<file path="src/rtl/wb_pwm_capture_pkg.sv">
// Shared definitions for the Wishbone PWM capture block: register map,
// STATUS bit layout and the per-channel capture FSM encoding.
package wb_pwm_capture_pkg;

   localparam int REG_CTRL      = 0;
   localparam int REG_STATUS    = 1;
   localparam int REG_HIGH_BASE = 2;
   localparam int REG_STRIDE    = 2;

   localparam int STAT_VALID = 0;
   localparam int STAT_TMO   = 8;

   typedef enum logic [1:0] {
      ST_IDLE = 2'd0,
      ST_HIGH = 2'd1,
      ST_LOW  = 2'd2,
      ST_TMO  = 2'd3
   } cap_state_e;

endpackage

</file>
<file path="src/rtl/wb_pwm_capture_ch.sv">
// One PWM capture channel: input synchronizer, edge detector, measurement FSM
// and the published HIGH/PERIOD pair with single-cycle valid/timeout pulses.
module pwm_capture_ch
   import wb_pwm_capture_pkg::*;
#(
   parameter int CNT_W = 16
) (
   input  logic             clk,
   input  logic             rst,
   input  logic             ena,
   input  logic             pwm_in,
   output logic [CNT_W-1:0] high,
   output logic [CNT_W-1:0] period,
   output logic             set_valid,
   output logic             set_tmo
);

   localparam logic [CNT_W-1:0] CNT_MAX = '1;
   localparam logic [CNT_W-1:0] CNT_ONE = CNT_W'(1);

   logic             sync_p0, sync_p1, dly_p2;
   logic             rise, fall;
   cap_state_e       state, state_nxt;
   logic [CNT_W-1:0] cnt, cnt_nxt;
   logic [CNT_W-1:0] high_tmp, high_tmp_nxt;
   logic [CNT_W-1:0] high_nxt, period_nxt;

   // Stages p0/p1: metastability synchronizer; p2: previous level for edges
   always_ff @(posedge clk or negedge rst) begin
      if (!rst) begin
         sync_p0 <= 1'b0;
         sync_p1 <= 1'b0;
         dly_p2  <= 1'b0;
      end else begin
         sync_p0 <= pwm_in;
         sync_p1 <= sync_p0;
         dly_p2  <= sync_p1;
      end
   end

   assign rise = sync_p1 & ~dly_p2;
   assign fall = ~sync_p1 & dly_p2;

   always_comb begin
      state_nxt    = state;
      cnt_nxt      = cnt;
      high_tmp_nxt = high_tmp;
      high_nxt     = high;
      period_nxt   = period;
      set_valid    = 1'b0;
      set_tmo      = 1'b0;
      if (!ena) begin
         state_nxt = ST_IDLE;
         cnt_nxt   = '0;
      end else begin
         case (state)
            ST_IDLE, ST_TMO: begin
               if (rise) begin
                  state_nxt = ST_HIGH;
                  cnt_nxt   = CNT_ONE;
               end
            end
            ST_HIGH: begin
               if (cnt == CNT_MAX) begin
                  state_nxt = ST_TMO;
                  set_tmo   = 1'b1;
               end else begin
                  cnt_nxt = cnt + CNT_ONE;
                  if (fall) begin
                     high_tmp_nxt = cnt;
                     state_nxt    = ST_LOW;
                  end
               end
            end
            ST_LOW: begin
               // A rise coinciding with saturation still publishes the full count
               if (rise) begin
                  high_nxt   = high_tmp;
                  period_nxt = cnt;
                  set_valid  = 1'b1;
                  cnt_nxt    = CNT_ONE;
                  state_nxt  = ST_HIGH;
               end else if (cnt == CNT_MAX) begin
                  state_nxt = ST_TMO;
                  set_tmo   = 1'b1;
               end else begin
                  cnt_nxt = cnt + CNT_ONE;
               end
            end
            default: state_nxt = ST_IDLE;
         endcase
      end
   end

   always_ff @(posedge clk or negedge rst) begin
      if (!rst) begin
         state    <= ST_IDLE;
         cnt      <= '0;
         high_tmp <= '0;
         high     <= '0;
         period   <= '0;
      end else begin
         state    <= state_nxt;
         cnt      <= cnt_nxt;
         high_tmp <= high_tmp_nxt;
         high     <= high_nxt;
         period   <= period_nxt;
      end
   end

endmodule

</file>
<file path="src/rtl/wb_pwm_capture.sv">
// Wishbone slave wrapper around CHANNELS PWM capture channels: bus handshake,
// CTRL/STATUS registers with W1C flags, and the registered read mux.
module wb_pwm_capture
   import wb_pwm_capture_pkg::*;
#(
   parameter int CHANNELS = 4,
   parameter int CNT_W    = 16
) (
   input  logic                clk,
   input  logic                rst,
   input  logic                wb_stb_i,
   input  logic                wb_cyc_i,
   output logic                wb_ack_o,
   input  logic                wb_we_i,
   input  logic [31:0]         wb_adr_i,
   input  logic [3:0]          wb_sel_i,
   input  logic [31:0]         wb_dat_i,
   output logic [31:0]         wb_dat_o,
   input  logic [CHANNELS-1:0] pwm_in
);

   logic                ack;
   logic                access, wr;
   logic [3:0]          idx;
   logic                ena;
   logic [CHANNELS-1:0] valid, tmo;
   logic [CHANNELS-1:0] set_valid, set_tmo;
   logic [CHANNELS-1:0] w1c_valid, w1c_tmo;
   logic [CNT_W-1:0]    high_arr   [CHANNELS];
   logic [CNT_W-1:0]    period_arr [CHANNELS];
   logic [31:0]         rdata;
   logic                unused_bits;

   assign unused_bits = ^{wb_sel_i, wb_adr_i[31:6], wb_adr_i[1:0]};

   for (genvar g = 0; g < CHANNELS; g++) begin : g_ch
      pwm_capture_ch #(.CNT_W(CNT_W)) u_ch (
         .clk       (clk),
         .rst       (rst),
         .ena       (ena),
         .pwm_in    (pwm_in[g]),
         .high      (high_arr[g]),
         .period    (period_arr[g]),
         .set_valid (set_valid[g]),
         .set_tmo   (set_tmo[g])
      );
   end

   assign idx      = wb_adr_i[5:2];
   assign access   = wb_stb_i & wb_cyc_i & ~ack;
   assign wr       = access & wb_we_i;
   assign wb_ack_o = wb_stb_i & wb_cyc_i & ack;

   assign w1c_valid = (wr && idx == 4'(REG_STATUS)) ? wb_dat_i[STAT_VALID +: CHANNELS] : '0;
   assign w1c_tmo   = (wr && idx == 4'(REG_STATUS)) ? wb_dat_i[STAT_TMO +: CHANNELS]   : '0;

   always_comb begin
      rdata = '0;
      if (idx == 4'(REG_CTRL)) begin
         rdata[0] = ena;
      end else if (idx == 4'(REG_STATUS)) begin
         rdata[STAT_VALID +: CHANNELS] = valid;
         rdata[STAT_TMO +: CHANNELS]   = tmo;
      end else begin
         for (int i = 0; i < CHANNELS; i++) begin
            if (idx == 4'(REG_HIGH_BASE + REG_STRIDE * i))
               rdata = 32'(high_arr[i]);
            if (idx == 4'(REG_HIGH_BASE + REG_STRIDE * i + 1))
               rdata = 32'(period_arr[i]);
         end
      end
   end

   // Hardware set beats a simultaneous W1C; timeout invalidates the channel
   always_ff @(posedge clk or negedge rst) begin
      if (!rst) begin
         ack      <= 1'b0;
         ena      <= 1'b0;
         valid    <= '0;
         tmo      <= '0;
         wb_dat_o <= '0;
      end else begin
         ack   <= wb_stb_i & wb_cyc_i & ~ack;
         valid <= ((valid & ~w1c_valid) | set_valid) & ~set_tmo;
         tmo   <= (tmo & ~w1c_tmo) | set_tmo;
         if (wr && idx == 4'(REG_CTRL))
            ena <= wb_dat_i[0];
         if (access)
            wb_dat_o <= wb_we_i ? 32'h0 : rdata;
      end
   end

endmodule

</file>
<file path="config.mk">
export PLATFORM = sky130hd
export DESIGN_NAME = wb_pwm_capture
export DESIGN_NICKNAME = d
export VERILOG_FILES = /design/src/rtl/wb_pwm_capture_pkg.sv /design/src/rtl/wb_pwm_capture_ch.sv /design/src/rtl/wb_pwm_capture.sv
export SDC_FILE = /design/constraint.sdc
export NUM_CORES = 1
export LEC_CHECK = 0
export BUFFER_PORTS_ARGS = -buffer_cell sky130_fd_sc_hd__buf_2
export CAP_MARGIN = 30
export CORE_MARGIN = 4
export CORE_UTILIZATION = 60
export DETAILED_ROUTE_END_ITERATION = 8
export MAX_ROUTING_LAYER = met4
export PLACE_DENSITY = 0.79
export SYNTH_ARGS = -nofsm -noshare
export SYNTH_HDL_FRONTEND = slang
export SYNTH_SLANG_ARGS = --single-unit
export TNS_END_PERCENT = 100
</file>
<file path="constraint.sdc">
create_clock -name clk -period 3.32 [get_ports clk]
set_input_delay 0.664 -clock clk [delete_from_list [all_inputs] [get_ports clk]]
set_output_delay 0.664 -clock clk [all_outputs]
set_load 0.01 [all_outputs]
</file>
==> results of run 1 <==
==> registers in the layout, indices dropped and copies added, names as in the netlist, 8 cells and up <==
| signal | flops |
|---|---|
| g_ch.u_ch.cnt | 64 |
| g_ch.u_ch.high | 64 |
| g_ch.u_ch.high_tmp | 64 |
| g_ch.u_ch.period | 64 |
| wb_dat_o | 16 |
| g_ch.u_ch.state | 8 |
==> power by group through the flow <==
stage | sequential [mW] | combinational, mW | clock, mW
5_1_grt | 3.80 | 0.548 | 3.73
4_1_cts | 3.79 | 0.493 | 3.57
3_3_place_gp | 3.86 | 0.478 | 0
2_1_floorplan | 3.83 | 0.296 | 0
3_5_place_dp | 3.86 | 0.489 | 0
6_report | 3.79 | 0.497 | 3.53
==> final cells by class <==
class	instances	share of cell area (%)
clock inverters	12	0.725
clock buffers	46	5.80
repair buffers	67	2.80
inverters	31	0.725
flip-flops and latches	302	47.1
multi-input cells	920	40.4
well taps	319	2.49
==> metrics by stage <==
stage | cell area [um2] | hold slack [ns] | util [%] | setup WS [ns] | cells
after floorplan | 14600 | 0.331 | - | 1.13 | 1340
after global placement | 15000 | 0.333 | 63.3 | 0.504 | 1638
after detailed placement | 15000 | 0.335 | 63.4 | 0.491 | 1639
after CTS | 16100 | 0.108 | 67.8 | 0.494 | 1697
after global routing | 16100 | 0.127 | 67.8 | 0.404 | 1697
final | 16100 | 0.0724 | 67.8 | 0.463 | 1697
==> layer usage <==
| layer | wire [um] | share of wire (%) | GRT usage (%) |
|---|---|---|---|
| met1 | 15200 | 42 | 38.0 |
| met2 | 17200 | 48 | 43.8 |
| met3 | 2190 | 6.1 | 3.69 |
| met4 | 1370 | 3.8 | 9.49 |
| met5 | 0 | 0 | - |
==> cells in the mapped netlist, types with 12 or more instances <==
library cell and count:
a21oi_1 85, a31oi_1 21, and3_1 14, buf_2 22
buf_4 18, clkbuf_1 40, dfrtp_1 302, ha_1 12
inv_1 31, mux2_2 170, nand2_1 115, nand2b_1 14
nand3_1 33, nor2_1 59, nor3_1 19, o21ai_0 80
o22ai_1 12, or3_1 15, xnor2_1 13
==> cell families (layout without fill, tap and decap cells) <==
family	count (synthesis)	after routing	synth area share, %
fa+ha+maj	12	12	1.03
compound gates	349	349	15.8
simple gates	348	348	12.3
flops	302	302	51.9
buf+inv	118	156	3.90
xor+xnor	13	13	0.782
other cells	1	16	0.0258
mux	182	182	14.2
==> worst paths after layout <==
| path | startpoint | slack, ns | depth (start not counted) | to |
|---|---|---|---|---|
| worst max-delay path | ena | 0.46 | 4 | g_ch[3].u_ch.cnt[6] |
| worst min-delay path | rst | 0.07 | 1 | g_ch[0].u_ch.cnt[11] |
| worst max register to register | ena | 0.46 | 4 | g_ch[3].u_ch.cnt[6] |
| worst min register to register | g_ch[2].u_ch.sync_p0 | 0.35 | 0 | g_ch[2].u_ch.sync_p1 |
| max in group asynchronous | rst | 2.23 | 2 | wb_dat_o[6] |
| min in group clk | pwm_in[3] | 0.20 | 1 | g_ch[3].u_ch.sync_p0 |
==> critical path, stage by stage (launching register included) <==
cell	delay, ns
dfrtp_1	0.79
inv_1	0.57
or3_1	0.73
or4_1	0.60
nand3_1	0.09
==> metrics, run 1 <==
status=finished, final reports clean; Via density=about 6.5; WL/cell=21.2 um; Nets=1442; total power=approximately 8 mW; 1st-iter DRT viols=around 1200; CTS Buffer Depth=3; skew final=0.0127 ns; P_sw=approximately 1.8 mW; critical path type=reg2reg; Diodes inserted=0; vias in the first global route=10900; gr ovfl total=0; CP startpoint kind=flip-flop; clock period minus worst slack=between 2 and 3 ns; mapped cell area=14600 um2; cts hold-fix bufs=0; most common cell after layout, fill and taps aside=dfrtp_1; worst slew pin tran=0.761 ns; Post-DP HPWL=24400 um; max-slew violations=0; Filler Cells Inserted=1727; Power Internal=5.97 mW; drt pass-1 iters=5; largest cells by area after synthesis=dfrtp_1, mux2_2, nand2_1; layout cell share with drive strength beyond 1=23.9%; Pwr Density=487 nW/um2; crit path DAT=3.36 ns; Slew headroom=between 40% and 50%; top-area cell type share of the netlist area=51.9%; fin crit share=86.1%; Lkg Pwr=7.44 nW; Post-synth EDFFs=0; Vias=11000; post-CTS sizing=0; Rows=56; CTS Buf Count=31; GPL Wtd Cong=0.968; first-pass GRT wire length=58300 um; TritonCTS Sinks=302; Critical Path Sink Type=flip-flop; number of top-level pins=110; drc violations=0; post-synthesis sequential area ratio=between 50% and 60%; synthesized instance count=between 1000 and 1500; Setup violations, final=0; max capacitance violation total=0; Yosys top cell by area=dfrtp_1; Root Buffer=clkbuf_16; Clock Latency Late Sink=0.56 ns; Antenna Nets Post-Route=0; initial core utilization=61.5%; register clock-pin slew on the reported worst setup and hold paths=around 0.060 ns; Sw Share=23.6%; Yosys reg bits=302; TritonCTS clock tree=built; GRT Util Overall=between 20% and 30%; Post-synth ARST share=100%; H-tree levels=1; final wirelength=35900 um; Die ar.=26800 um2; area delta synth->final=10.4%; port buffer count=37; Reg power frac=between 40% and 50%; antenna violations before repair=0; worst-path fanout max=16; HP Class=in2async; Die X=~160 um; Main synth FF type=dfrtp_1; Setup Fix Bufs, Post-CTS=0; Peak Freq=about 350 MHz; YS warnings=0; Comb power frac=6.4%; peak supply drop=between 0.4 and 0.5 mV; clock share of power=45.1%; Die Ht=164 um; number of distinct library cells after synthesis=80; final hold violation count=0; Multi-input gate area=6490 um2; Setup TNS=0 ns; most frequent cells in the layout=dfrtp_1, mux2_2, nand2_1; largest net degree at the start of global routing=slightly above 80; CP required=roughly 3.8 ns; average cell area after synthesis=11.0 um2; Core Area=23700 um2; RSZ-0062 raised after global routing=no; register area=7560 um2
(Power assumes the default switching activity.)
==> run 2, diff against run 1 <==
CORE_UTILIZATION = 50   (was 60)
PLACE_DENSITY = 0.67   (was 0.79)
==> run 2 against run 1 <==
Against the previous run:
- register-to-register slack better by 0.47 ns
- sequential cell count unchanged
- die area up 19%
- non-clock buffer count up 2
- critical endpoint is now wb_dat_o[8]
- total power up 3.4%
- highest routed layer unchanged
- global-route usage down 4.2 points
- sequential share of layout area down 0.54 points
- largest cell class unchanged
==> metrics, run 2 (same netlist as run 1, synthesis figures left out) <==
Setup TNS=0 ns; GRT Util Overall=23.7%; Die ar.=31900 um2; port buffer count=37; critical register-to-register path endpoint=g_ch[1].u_ch.high_tmp[9]; vias in the first global route=10400; Pwr Density=498 nW/um2; area delta synth->final=11.6%; Antenna Nets Post-Route=0; WL/cell=20.4 um; clock period minus worst slack=around 2.5 ns; peak supply drop=0.341 mV; max capacitance violation total=0; Post-DP HPWL=approximately 25000 um; TritonCTS clock tree=built; Die Ht=179 um; cts hold-fix bufs=0; Diodes inserted=0; Clock Latency Late Sink=0.51 ns; most frequent cells in the layout=dfrtp_1, mux2_2, nand2_1; TritonCTS Sinks=302; critical path type=in2reg; Die X=~180 um; Slew headroom=49.8%; Vias=10600; HP Class=in2async; Peak Freq=about 400 MHz; Lkg Pwr=7.49 nW; register clock-pin slew on the reported worst setup and hold paths=0.06 ns; Critical Path Sink Type=flip-flop; Core Area=28700 um2; status=finished, final reports clean; skew final=about 0.017 ns; most common cell after layout, fill and taps aside=dfrtp_1; RSZ-0062 raised after global routing=no; Setup Fix Bufs, Post-CTS=0; number of top-level pins=between 100 and 150; final wirelength=35900 um; fin crit share=between 70 and 80%; worst-path fanout max=21; Setup violations, final=0; GPL Wtd Cong=0.949; Worst R2R Start=g_ch[1].u_ch.cnt[1]; first-pass GRT wire length=58300 um; Filler Cells Inserted=approximately 2500; 1st-iter DRT viols=between 800 and 900; CP startpoint kind=input port; worst reg2reg setup slack=0.93 ns; gr ovfl total=0; Non-Filler Instances=1762; CTS Buf Count=34; worst reg-to-reg path cell count=6; largest net degree at the start of global routing=77; drc violations=0; max-slew violations=0; Via density=6.01; worst slew pin tran=0.750 ns; initial core utilization=around half; Nets=1447; placed insts=1706; CP required=3.76 ns; Root Buffer=clkbuf_16; antenna violations before repair=0; Rows=62; CTS Buffer Depth=3; post-CTS sizing=0; crit path DAT=2.95 ns; drt pass-1 iters=5; final hold violation count=0; Finished Core Util=56.6%; layout cell share with drive strength beyond 1=23.7%; H-tree levels=2
[run 2: layout make-up]
| cell class | instances | area [um2] | area share, % |
|---|---|---|---|
| Clock inverter | 6 | 105 | 0.647 |
| Sequential cell | 302 | 7560 | 46.5 |
| Multi-Input combinational cell | 920 | 6490 | 39.9 |
| Inverter | 31 | 116 | 0.716 |
| Tap cell | 384 | 480 | 2.96 |
| Timing Repair Buffer | 69 | 473 | 2.91 |
| Clock buffer | 50 | 1020 | 6.31 |
[run 2: how the worst max path moves through the flow]
stage,start,to,slack [ns],cells after the start
final,wb_adr_i[3],wb_dat_o[8],0.82,7
after floorplan,wb_adr_i[3],wb_dat_o[11],1.13,7
after global routing,wb_adr_i[2],wb_dat_o[8],0.73,6
after CTS,wb_adr_i[2],wb_dat_o[3],0.91,6
after detailed placement,wb_adr_i[2],wb_dat_o[8],0.39,6
after global placement,wb_adr_i[2],wb_dat_o[11],0.38,6
[run 2: where the power goes]
part	internal [mW]	total, mW	leakage (nW)	switching (mW)
Sequential	3.73	3.78	4.16	0.0476
Clock	2.36	3.79	0.555	1.43
Combinational	0.156	0.511	2.77	0.355
[run 2: critical path, cell delays in order]
cell and delay (ns):
buf_2 0.16, buf_4 0.27, nor2_1 0.17, a211oi_2 0.50, o21ai_0 0.31, a2111oi_0 0.68
a211o_1 0.18
[run 2: metrics by stage]
step	power (mW)	hold slack [ns]	cell area [um2]	setup WS, ns
after detailed placement	4.36	0.336	15100	0.387
after floorplan	4.13	0.331	14600	1.13
after CTS	8.16	0.0949	16200	0.914
after global routing	8.37	0.113	16200	0.728
final	8.08	0.0794	16200	0.818
after global placement	4.35	0.335	15100	0.375
[run 2: metal layers]
layer	routed length [um]	share of wire, %	track usage [%]
met3	1510	4.2	3.01
met1	16600	46	33.5
met5	0	0	-
met2	17200	48	36.9
met4	635	1.8	5.56
==> run 3, diff against run 2 <==
ABC_AREA = 1   (was default)
PLACE_DENSITY = 0.7   (was 0.67)
clock period = 2.2 ns   (was 3.32 ns; I/O delays follow)
==> run 3 against run 2 <==
Against the previous run:
- non-clock buffer count rose by 17
- clock-buffer cell count fell by 3
- final cell count rose by 32%
- register-to-register slack got worse by 0.70 ns
- die area rose by 0.91%
- total power rose by 91%
- first-iteration DRC count rose by 50%
- critical path depth rose by 5
- synthesized cell count rose by 40%
- critical path type is now reg2reg
- critical endpoint is now g_ch[3].u_ch.cnt[10]
- highest routed layer unchanged
==> metrics, run 3 <==
hold depth=1; RSZ-0062 raised after global routing=no; Post-synth EDFFs=0; Root Buffer=clkbuf_16; initial core utilization=50.9%; area delta synth->final=13.3%; worst reg2reg setup slack=0.23 ns; Reg power frac=41.9%; Lkg Pwr=8.17 nW; gr ovfl total=0; Rows=62; post-synthesis mux area share=0.690%; post-synthesis compound-gate area fraction=10.4%; GPL Wtd Cong=roughly 0.94; max-slew violations=0; Worst Hold Path EP=g_ch[2].u_ch.sync_p0; largest net degree at the start of global routing=57; Hold Startpoint=pwm_in[2]; max capacitance violation total=0; mapped cell area=approximately 15000 um2; clock period minus worst slack=just under 2 ns; worst reg-to-reg path cell count=12; hold_ws=0.0341 ns; clock share of power=37.4%; top-count cell post-synth=nand2_1; average cell area after synthesis=roughly 7.9 um2; worst slew pin tran=0.703 ns; most common cell after layout, fill and taps aside=nand2_1; Via density=5.35; HP Class=in2reg; synthesized instance count=around 1900; Antenna Nets Post-Route=0; post-synthesis xor/xnor area fraction=0.477%; Power Internal=about 11 mW; largest family of logic cells by synthesized area=simple AND/OR/NAND/NOR gates; Die Ht=179 um; Sw Share=about 31%; Die X=179 um; critical register-to-register path endpoint=g_ch[3].u_ch.cnt[10]; CTS Buf Count=34; Main synth FF type=dfrtp_1; Diodes inserted=0; peak supply drop=between 0.6 and 0.7 mV; layout cell share with drive strength beyond 1=10.8%; Yosys top cell by area=dfrtp_1; first-pass GRT wire length=60800 um; H-tree levels=2; CP startpoint kind=flip-flop; M2 GR Usage=35.0%; most frequent cells in the layout=nand2_1, dfrtp_1, o21ai_0; final hold violation count=0; Pwr Density=approximately 930 nW/um2; Core Area=28900 um2; YS warnings=0; Setup violations, final=0; met1 GRT Util=33.7%; fin crit share=between 80 and 90%; WL/cell=15.8 um; status=finished, final reports clean; crit path DAT=2.36 ns; GRT Util Overall=between 20% and 30%; final wirelength=36900 um; met3 Track Usage GR=under 10%; CP required=2.59 ns; Post-synth top cells=nand2_1, dfrtp_1, o21ai_0; Slew headroom=53.1%; number of distinct library cells after synthesis=48; critical path type=reg2reg; post-synthesis sequential area ratio=51.4%; Die ar.=32200 um2; CTS Buffer Depth=3; antenna violations before repair=0; Peak Freq=508 MHz; drt pass-1 iters=6; largest cells by area after synthesis=dfrtp_1, nand2_1, o21ai_0; top-area cell type share of the netlist area=51.4%; Setup TNS=0 ns; Yosys reg bits=302; vias in the first global route=11800; Nets=2009; TritonCTS Sinks=302; number of top-level pins=110; P_sw=4.81 mW; GR peak layer=met2; 1st-iter DRT viols=around 1300; Post-DP HPWL=26000 um; Critical Path Sink Type=flip-flop; Worst R2R Start=g_ch[3].u_ch.cnt[0]; Clock Latency Late Sink=0.51 ns; register clock-pin slew on the reported worst setup and hold paths=0.06 ns; TritonCTS clock tree=built; Comb power frac=20.7%; Post-synth ARST share=100%; port buffer count=37; skew final=approximately 0.019 ns; Vias=12400; simple logic cell fraction of the synthesized area=27.8%; drc violations=0; worst-path fanout max=7; post-synthesis adder-cell area fraction=1.02%
==> run 3: changes by cell type after synthesis, sizes merged, moves of 15 or more <==
| cell | change |
|---|---|
| nand4 | +26 |
| a31oi | -20 |
| a21oi | -32 |
| mux2 | -168 |
| nand2 | +524 |
| nor2 | +73 |
| nand3 | +80 |
| clkbuf | -15 |
| o21ai | +127 |
| or3 | -15 |
| inv | +166 |
==> run 3: power by group through the flow <==
stage	clock, mW	sequential [mW]	combinational (mW)
2_1_floorplan	0	6.50	2.15
3_3_place_gp	0	6.55	3.10
3_5_place_dp	0	6.58	3.16
4_1_cts	5.89	6.48	3.18
5_1_grt	6.14	6.55	3.63
6_report	5.78	6.49	3.21
==> run 3: area by class of cell <==
cell class / instances / area, um2
well taps: 384 / 480
inverters: 198 / 743
clock inverters: 12 / 183
flip-flops and latches: 302 / 7560
fillers: 2624 / 12200
multi-input cells: 1298 / 6010
clock buffers: 47 / 960
repair buffers: 86 / 716
==> run 3: how the worst max path moves through the flow <==
stage                          startpoint  depth (start not counted)                   endpoint  slack [ns]
finish                g_ch[3].u_ch.cnt[0]                         12       g_ch[3].u_ch.cnt[10]        0.23
global route          g_ch[3].u_ch.cnt[0]                         10  g_ch[3].u_ch.high_tmp[12]      0.0006
CTS                 g_ch[0].u_ch.state[0]                          9        g_ch[0].u_ch.cnt[4]        0.19
detailed placement            wb_adr_i[4]                         11               wb_dat_o[13]        0.11
global placement              wb_adr_i[4]                         11                wb_dat_o[5]        0.14
floorplan           g_ch[0].u_ch.state[0]                         10      g_ch[0].u_ch.high[10]        0.53
==> run 3: kinds of logic (layout without fill, tap and decap cells) <==
logic type,Yosys count,count (layout)
mux,9,9
other cells,1,16
compound gates,291,291
simple gates,962,962
fa+ha+maj,12,12
buf+inv,274,343
xor+xnor,8,8
flops,302,302
==> run 3: metal layers <==
| metal | share of wire, % | wire, um | vias up |
|---|---|---|---|
| met1 | 47 | 17200 | 5942 |
| met5 | 0 | 0 | - |
| met3 | 6.0 | 2220 | 56 |
| li1 | - | - | 6046 |
| met4 | 2.0 | 738 | 0 |
| met2 | 45 | 16800 | 404 |
==> run 3: critical path, stage by stage (launching register included) <==
cell     delay, ns
dfrtp_1       0.40
ha_1          0.18
nand2_1       0.08
inv_1         0.11
nand2_1       0.06
nor2_1        0.18
nand4_1       0.27
nand2_2       0.20
inv_1         0.13
nand2_1       0.09
nand2_1       0.04
nand2_1       0.05
nor2_1        0.03
==> run 3: stage by stage <==
stage / setup slack, ns / instances / total power, mW / cell area, um2 / utilization [%]
floorplan: 0.532 / 1874 / 8.65 / 14700 / -
global placement: 0.142 / 2267 / 9.65 / 15500 / 53.7
detailed placement: 0.115 / 2267 / 9.73 / 15500 / 53.7
CTS: 0.190 / 2327 / 15.5 / 16600 / 57.7
global route: 0.000647 / 2327 / 16.3 / 16600 / 57.7
finish: 0.233 / 2327 / 15.5 / 16600 / 57.7
==> run 3: timing repair <==
action,4_1_cts,5_1_grt
hold buffers,1,0
hold endpoints to repair,47,0
resized for setup,0,2
endpoints found under the setup margin,0,19
buffers inserted,0,0
